`config.mk`:
```
export PLATFORM = sky130hd
export DESIGN_NAME = snn_neuron_scheduler
export DESIGN_NICKNAME = d
export VERILOG_FILES = /design/src/rtl/snn_neuron_scheduler.sv
export SDC_FILE = /design/constraint.sdc
export NUM_CORES = 1
export LEC_CHECK = 0
export ABC_AREA = 0
export BUFFER_PORTS_ARGS = -buffer_cell sky130_fd_sc_hd__buf_2
export CAP_MARGIN = 25
export CORE_ASPECT_RATIO = 1.5
export CORE_MARGIN = 2
export CORE_UTILIZATION = 35
export CTS_CLUSTER_DIAMETER = 200
export CTS_CLUSTER_SIZE = 40
export DETAILED_ROUTE_END_ITERATION = 8
export SLEW_MARGIN = 15
export SYNTH_ARGS = -nofsm -noshare
export SYNTH_HDL_FRONTEND = slang
export SYNTH_SLANG_ARGS = --single-unit
```
`constraint.sdc`:
```
create_clock -name clk -period 6.5 [get_ports clk]
set_clock_uncertainty 0.05 [all_clocks]
set_input_delay 0.325 -clock clk [delete_from_list [all_inputs] [get_ports clk]]
set_output_delay 0.325 -clock clk [all_outputs]
set_load 0.05 [all_outputs]
```
`src/rtl/snn_neuron_scheduler.sv`:
```
// snn_neuron_scheduler: one time-multiplexed leaky integrate-and-fire datapath shared by N virtual neurons
// Ports: clk/rst_n (async active-low); ena freezes the block; step starts a timestep and latches in_spikes;
// cfg_we/cfg_addr/cfg_data write weight[i] (addr<N), threshold (addr N) or clear all membranes (addr N+1);
// dbg_addr/dbg_v read a membrane combinationally; spikes holds the last timestep result; busy/done report progress.
module snn_neuron_scheduler #(
  parameter int N_NEURONS = 4,
  parameter int V_WIDTH = 8,
  parameter int LEAK_SHIFT = 2,
  parameter int THRESH_INIT = 100,
  localparam int AW = $clog2(N_NEURONS)
) (
  input  logic                 clk,
  input  logic                 rst_n,
  input  logic                 ena,
  input  logic                 step,
  input  logic [N_NEURONS-1:0] in_spikes,
  input  logic                 cfg_we,
  input  logic [AW:0]          cfg_addr,
  input  logic [V_WIDTH-1:0]   cfg_data,
  input  logic [AW-1:0]        dbg_addr,
  output logic [V_WIDTH-1:0]   dbg_v,
  output logic [N_NEURONS-1:0] spikes,
  output logic                 busy,
  output logic                 done
);
  typedef enum logic [1:0] {IDLE, FETCH, UPDATE, DONE} state_t;
  state_t state_q, state_d;
  logic [V_WIDTH-1:0] v [N_NEURONS];
  logic [V_WIDTH-1:0] weight [N_NEURONS];
  logic [V_WIDTH-1:0] thr, op_v, op_w, v1, v2;
  logic [V_WIDTH:0] sum;
  logic [AW-1:0] idx;
  logic [N_NEURONS-1:0] in_lat, spk_acc, spk_next;
  logic fire, last;
  assign busy = state_q != IDLE;
  assign done = state_q == DONE;
  assign dbg_v = v[dbg_addr];
  // The extra carry bit of sum detects overflow so the result saturates instead of wrapping.
  always_comb begin
    v1 = op_v - (op_v >> LEAK_SHIFT);
    sum = {1'b0, v1} + (in_lat[idx] ? {1'b0, op_w} : '0);
    v2 = sum[V_WIDTH] ? '1 : sum[V_WIDTH-1:0];
    fire = v2 >= thr;
    last = &idx;
    spk_next = spk_acc;
    spk_next[idx] = fire;
  end
  always_comb begin
    state_d = !ena                ? state_q :
              state_q == IDLE     ? (step ? FETCH : IDLE) :
              state_q == FETCH    ? UPDATE :
              state_q == UPDATE   ? (last ? DONE : FETCH) : IDLE;
  end
  always_ff @(posedge clk or negedge rst_n)
    if (!rst_n) state_q <= IDLE;
    else state_q <= state_d;
  // Config writes only land while idle so a running timestep always sees a stable parameter set.
  always_ff @(posedge clk or negedge rst_n)
    if (!rst_n) begin
      for (int i = 0; i < N_NEURONS; i++) begin
        v[i] <= '0;
        weight[i] <= '0;
      end
      thr <= V_WIDTH'(THRESH_INIT);
      op_v <= '0;
      op_w <= '0;
      idx <= '0;
      in_lat <= '0;
      spk_acc <= '0;
      spikes <= '0;
    end else if (ena) begin
      if (state_q == IDLE) begin
        if (step) begin
          in_lat <= in_spikes;
          idx <= '0;
        end
        if (cfg_we && !cfg_addr[AW]) weight[cfg_addr[AW-1:0]] <= cfg_data;
        if (cfg_we && cfg_addr == {1'b1, AW'(0)}) thr <= cfg_data;
        if (cfg_we && cfg_addr == {1'b1, AW'(1)})
          for (int i = 0; i < N_NEURONS; i++) v[i] <= '0;
      end
      if (state_q == FETCH) begin
        op_v <= v[idx];
        op_w <= weight[idx];
      end
      if (state_q == UPDATE) begin
        v[idx] <= fire ? '0 : v2;
        spk_acc <= spk_next;
        idx <= idx + 1'b1;
        if (last) spikes <= spk_next;
      end
    end
endmodule

```
; ---- Yosys cells after proc, flatten, opt, wreduce, memory -nomap -nowiden
; Index checks and enable logic that the tools add are counted.
; Widths: inputs -> output; s select.
[word_totals]
regBits = 104
latch_bits = 0
mem_bits_rw = 0
romBits = 0
word_cells = 89
n_memories = 0
[op_classes]
n_addsub = 3
n_mul = 0
div_mod_pow = 0
n_lt_le_gt_ge = 8
eq_ne = 5
shifts = 0
mux = 35
bitwise_logic = 3
reduce_logical = 19
[op_table]
columns = op, n
row1 = $mux 32, 4
row2 = $mux 8, 11
row3 = $bwmux 32, 2
row4 = $bmux 8 s2, 3
row5 = $demux 8 s2, 2
row6 = $mux 2, 7
row7 = $reduce_and 3->1, 4
row8 = $add 8x8->9, 1
row9 = $ge 3x3->1 const B, 3
row10 = $not 2->3, 3
row11 = $ge 8x8->1, 1
row12 = $sub 8x6->8, 1
row13 = $eq 3x3->1 const B, 2
row14 = $logic_and 1x1->1, 6
row15 = $lt 3x1->1 const B, 2
row16 = $reduce_and 2->1, 3
row17 = $reduce_bool 2->1, 3
row18 = $bwmux 4, 1
row19 = $eq 2x2->1 const B, 2
row20 = $reduce_and 4->1, 1
row21 = $lt 2x3->1 const B, 1
row22 = $mux 1, 3
row23 = $add 2x1->2 const B, 1
row24 = $bmux 1 s2, 1
row25 = 5 further kinds, 5

; ---- Logic depth before layout (Yosys ltp)
[logic_depth]
ltp_word = 9
ltp_mapped = 23
mapped_depth_nobuf = 21

; ---- Worst setup path before layout
; OpenSTA, ideal clock, no wires.
[synth_timing]
path_kind = reg2reg
startpoint = reg idx[0]
endpoint = reg v[19] (netlist name)
setup_ns = 0.067
arrival_ns = 4.385
required_time_ns = 6.383
slack_ns = 1.997
stages_incl_launch_ff = 18
path_buffers = 3
period_less_slack_ns = 4.503
path_cell_list = dfrtp_1 buf_2 mux4_2 and2_1 ha_1 fa_1 a211oi_2 nor3b_1 o21ai_0 nand4_1 ha_1 and3_1 a221o_1 a31oi_2 buf_4 and3_1 buf_4 a22o_1
[synth_between]
elab_chain_len = 9
elab_cells_between_ends = 15
classes_between = 1 x add/sub / 3 x order compare / 9 x mux / 1 x bitwise / 1 x reduce/logical
[synth_lines]
columns = element, line
row1 = start: declaration, 32  ; logic [AW-1:0] idx;
row2 = start signal: assignment, 89  ; idx <= idx + 1'b1;
row3 = $bmux 1 s2, 41  ; sum = {1'b0, v1} + (in_lat[idx] ? {1'b0, op_w} : '0);
row4 = $mux 1 (not written as such), 41
row5 = $mux 8, 41
row6 = $add 8x8->9, 41
row7 = $mux 8, 42  ; v2 = sum[V_WIDTH] ? '1 : sum[V_WIDTH-1:0];
row8 = $ge 8x8->1, 43  ; fire = v2 >= thr;
row9 = $mux 8, 87  ; v[idx] <= fire ? '0 : v2;
row10 = $bwmux 32 (*), 87
row11 = $mux 32 (*), 86  ; if (state_q == UPDATE) begin
row12 = end signal: indexed assignment, 87
row13 = end: declaration, 28  ; logic [V_WIDTH-1:0] v [N_NEURONS];
; Mark *: on every way between the ends. The rest lies on a longest branch, timed or not. The select of a mux whose other input is x is not followed.
; A chain may end at the register's enable or synchronous reset.

; ---- Final worst setup path
[layout_timing]
startpoint = reg op_v[0]
endpoint = reg v[13] (netlist name)
[layout_between]
elab_chain_len = 7
[layout_lines]
columns = element, line
row1 = start: declaration, 30  ; logic [V_WIDTH-1:0] thr, op_v, op_w, v1, v2;
row2 = start signal: assignment, 83  ; op_v <= v[idx];
row3 = $sub 8x6->8 (*), 40  ; v1 = op_v - (op_v >> LEAK_SHIFT);
row4 = $add 8x8->9 (*), 41
row5 = $mux 8 (*), 42
row6 = $ge 8x8->1, 43
row7 = $mux 8 (*), 87
row8 = $bwmux 32 (*), 87
row9 = $mux 32 (*), 86
; Mark *: on every way between the ends. The rest lies on a longest branch, timed or not.

==> impl_metrics.py <==
metrics = {
    "cells_and_area": {
        "layout.cells.most_common": "dfrtp_1",
        "final_area_mm2": 0.00629,
        "drive_gt1_share_pct": 31.5,
        "nets": 527,
        "layout_common_cells": "dfrtp_1, mux2_2, buf_2, nand2_1, ha_1",
        "n_antenna_cell": 0,
        "syn_to_final_growth_pct": 12.5,
    },
    "setup_path": {
        "cp_cell_sequence": "inv_1 -> ha_1 -> inv_1 -> fa_1 -> a21o_1 -> a21oi_1 -> o21bai_1 -> a21oi_1 -> xnor2_1 -> ha_1 -> o21ai_0 -> a21oi_1 -> o21ai_0 -> o21ai_1 -> ha_1 -> a21o_1 -> a221o_1 -> a31oi_2 -> and3_1 -> a22o_1",
        "required_ns": 6.73,
        "critPathSlowestCell": "a31oi_2",
        "path_max_fanout": 12,
        "path_class": "flop to flop",
        "cp.arrival_ns": 5.35,
        "start_kind": "flop",
        "critPathMaxStageDelay_ns": 0.43,
        "cp-end-kind": "flop",
    },
    "detailed_routing": {
        "post-route-drc-count": 0,
        "ant_nets": 0,
        "drt_wl_total_um": 12400,
        "avgViaCountPerCell": 5.38,
        "vias": 3687,
        "dr.pass1.iters": 5,
        "drt-initial-drc-count": 202,
        "wire_per_inst_um": 18.1,
    },
    "logic_synthesis": {
        "synth_seq_cells": 104,
        "synth_top_family_by_area": "multiplexers",
        "synth-edff-count": 0,
        "synth_compound_area_share_pct": 11.0,
        "ys_warn_count": 0,
        "avgSynthCellArea_um2": 12.6,
        "synth-xor-area-share_pct": 1.10,
        "syn_nets": 494,
        "async_flop_share_pct": 100,
        "seq_area_frac_synth_pct": 46.6,
        "synthCells": 444,
        "synth-simple-area-share_pct": 8.77,
        "synth_flop_cell": "dfrtp_1",
        "synth_adder_area_share_pct": 6.53,
        "yosysTopAreaCell": "dfrtp_1",
        "netlist_top_cells_area": "dfrtp_1, mux2_2, mux4_2",
        "synth_area_mm2": 0.00560,
        "netlist.area_leader.share_pct": 45.2,
        "synth_cell_types": 52,
        "synth_mux_area_share_pct": 22.9,
    },
    "grt": {
        "grt_max_degree": 65,
        "grt_use_total_pct": 15.8,
        "grt_pass1_vias": 3946,
        "grt_pass1_wl_um": 20800,
        "antenna_found_initial": 0,
        "grt_overflow_total": 0,
    },
    "place": {
        "dp_hpwl_um": 9430,
        "postPlaceCellArea_mm2": 0.00596,
        "place_congestion": 0.846,
        "io_buffer_count": 35,
        "dp_slack_ns": 1.40,
    },
    "sta": {
        "fmax_mhz": 195,
        "fin_ws_ns": 1.38,
        "setup_violations": 0,
        "worstMarginPinSlew_ns": 0.927,
        "min_period_ns": 5.12,
        "timing.final.crit_share_pct": 78.7,
        "slew_violations": 0,
        "rsz0062_at_grt": "false",
        "slew_headroom_pct": 38.0,
        "hold_violations": 0,
        "fin_tns_setup_ns": 0,
    },
    "run_status": {
        "status": "finished, final reports clean",
    },
    "clocking": {
        "cts-buffers-inserted": 9,
        "cts_num_sinks": 104,
        "clk_path_buf_depth": 2,
        "cts-root-buf": "clkbuf_16",
        "htree_num_levels": 3,
        "postCtsSetupRepairBufs": 0,
        "clk_pin_slew_worst_paths_ns": 0.07,
        "clk_latency_ns": 0.35,
        "cts_tree": "built",
    },
    "floorplanning": {
        "core_area_mm2": 0.0156,
        "dieArea_mm2": 0.0170,
        "initial_core_util_pct": 35.8,
        "rows": 56,
        "die_h_um": 159,
        "die_w_um": 107,
        "ios": 36,
    },
    "min_path": {
        "hp-class": "primary input to flop",
    },
    "run": {
        "max_cap_viol_count": 0,
    },
}
==> final cells by class <==
cell class                 instances  area, um^2
fill                            1485        9330
multi-input combinational        300        2810
sequential                       104        2610
clock buffer                      12         267
tap                              203         254
timing repair buffer              39         210
inverter                          23        86.3
clock inverter                     4        57.6
==> routing by layer <==
| layer | vias up | track usage (%) | routed length (um) |
|---|---|---|---|
| met1 | 1880 | 18.3 | 4780 |
| met2 | 84 | 28.2 | 6830 |
| met3 | 21 | 2.59 | 406 |
| met4 | 0 | 7.02 | 384 |
| li1 | 1702 | - | - |
| met5 | - | 0 | 0 |
==> sequential cells by signal, indices dropped and copies added, names as in the netlist <==
| name | count |
|---|---|
| op_w | 8 |
| thr | 8 |
| in_lat | 4 |
| op_v | 8 |
| weight | 32 |
| spk_acc | 4 |
| spikes | 4 |
| v | 32 |
| idx | 2 |
| state_q | 2 |
==> cell families (layout without fill, tap and decap cells) <==
| logic type | count (synthesis) | count (layout) |
|---|---|---|
| AND/OR/NAND/NOR | 90 | 90 |
| adder cells (fa/ha/maj) | 28 | 28 |
| buffers and inverters | 40 | 78 |
| flip-flops | 104 | 104 |
| multiplexers | 86 | 86 |
| XOR/XNOR | 7 | 7 |
| AO/OA/AOI/OAI | 89 | 89 |
==> per-stage QoR <==
stage,hold WS (ns),instances,util [%]
floorplan,-0.0206,444,-
global placement,0.281,668,38.1
detailed placement,0.286,668,38.1
CTS,0.155,685,40.3
global route,0.159,685,40.3
finish,0.160,685,40.3
==> path summary, 6_finish.rpt <==
check,cells after the start,slack (ns),to,from
worst max-delay path,20,1.38,v[13]$_DFFE_PN0P_,op_v[0]$_DFFE_PN0P_
worst min register to register,1,0.43,spikes[3]$_DFFE_PN0P_,spikes[3]$_DFFE_PN0P_
worst min-delay path,2,0.16,in_lat[3]$_DFFE_PN0P_,in_spikes[3]
worst max register to register,20,1.38,v[13]$_DFFE_PN0P_,op_v[0]$_DFFE_PN0P_
max in group asynchronous,3,4.76,spk_acc[3]$_DFFE_PN0P_,rst_n
min in group asynchronous,2,0.43,weight[12]$_DFFE_PN0P_,rst_n
==> cells in the mapped netlist (5+ instances only) <==
cell        n
mux2_2     52
a21o_1     10
a21oi_1    16
a22o_1     21
clkbuf_1    7
inv_1      23
o21ai_0    19
nand2_1    27
and3_1      6
ha_1       26
mux4_2     25
nand3_1     7
nor2_1     21
dfrtp_1   101
and2_1     10
buf_2       5
mux2_4      8
==> worst max-delay path, delay by kind of cell, from the launching register on <==
kind / cells / cell delay, ns
adder cells (fa/ha/maj): 4 / 1.29
AND/OR/NAND/NOR: 1 / 0.39
flip-flops: 1 / 0.38
XOR/XNOR: 1 / 0.10
AO/OA/AOI/OAI: 12 / 2.71
buffers and inverters: 2 / 0.12
==> timing repair <==
| item | in CTS | in global routing |
|---|---|---|
| setup endpoints to repair | 0 | 0 |
| resized for setup | 0 | 0 |
| hold endpoints to repair | 39 | 0 |
| hold buffers | 1 | 0 |
Power is left out: the tool's default activity adds up to more than one toggle a clock period on the data nets, which glitch-free logic cannot reach.
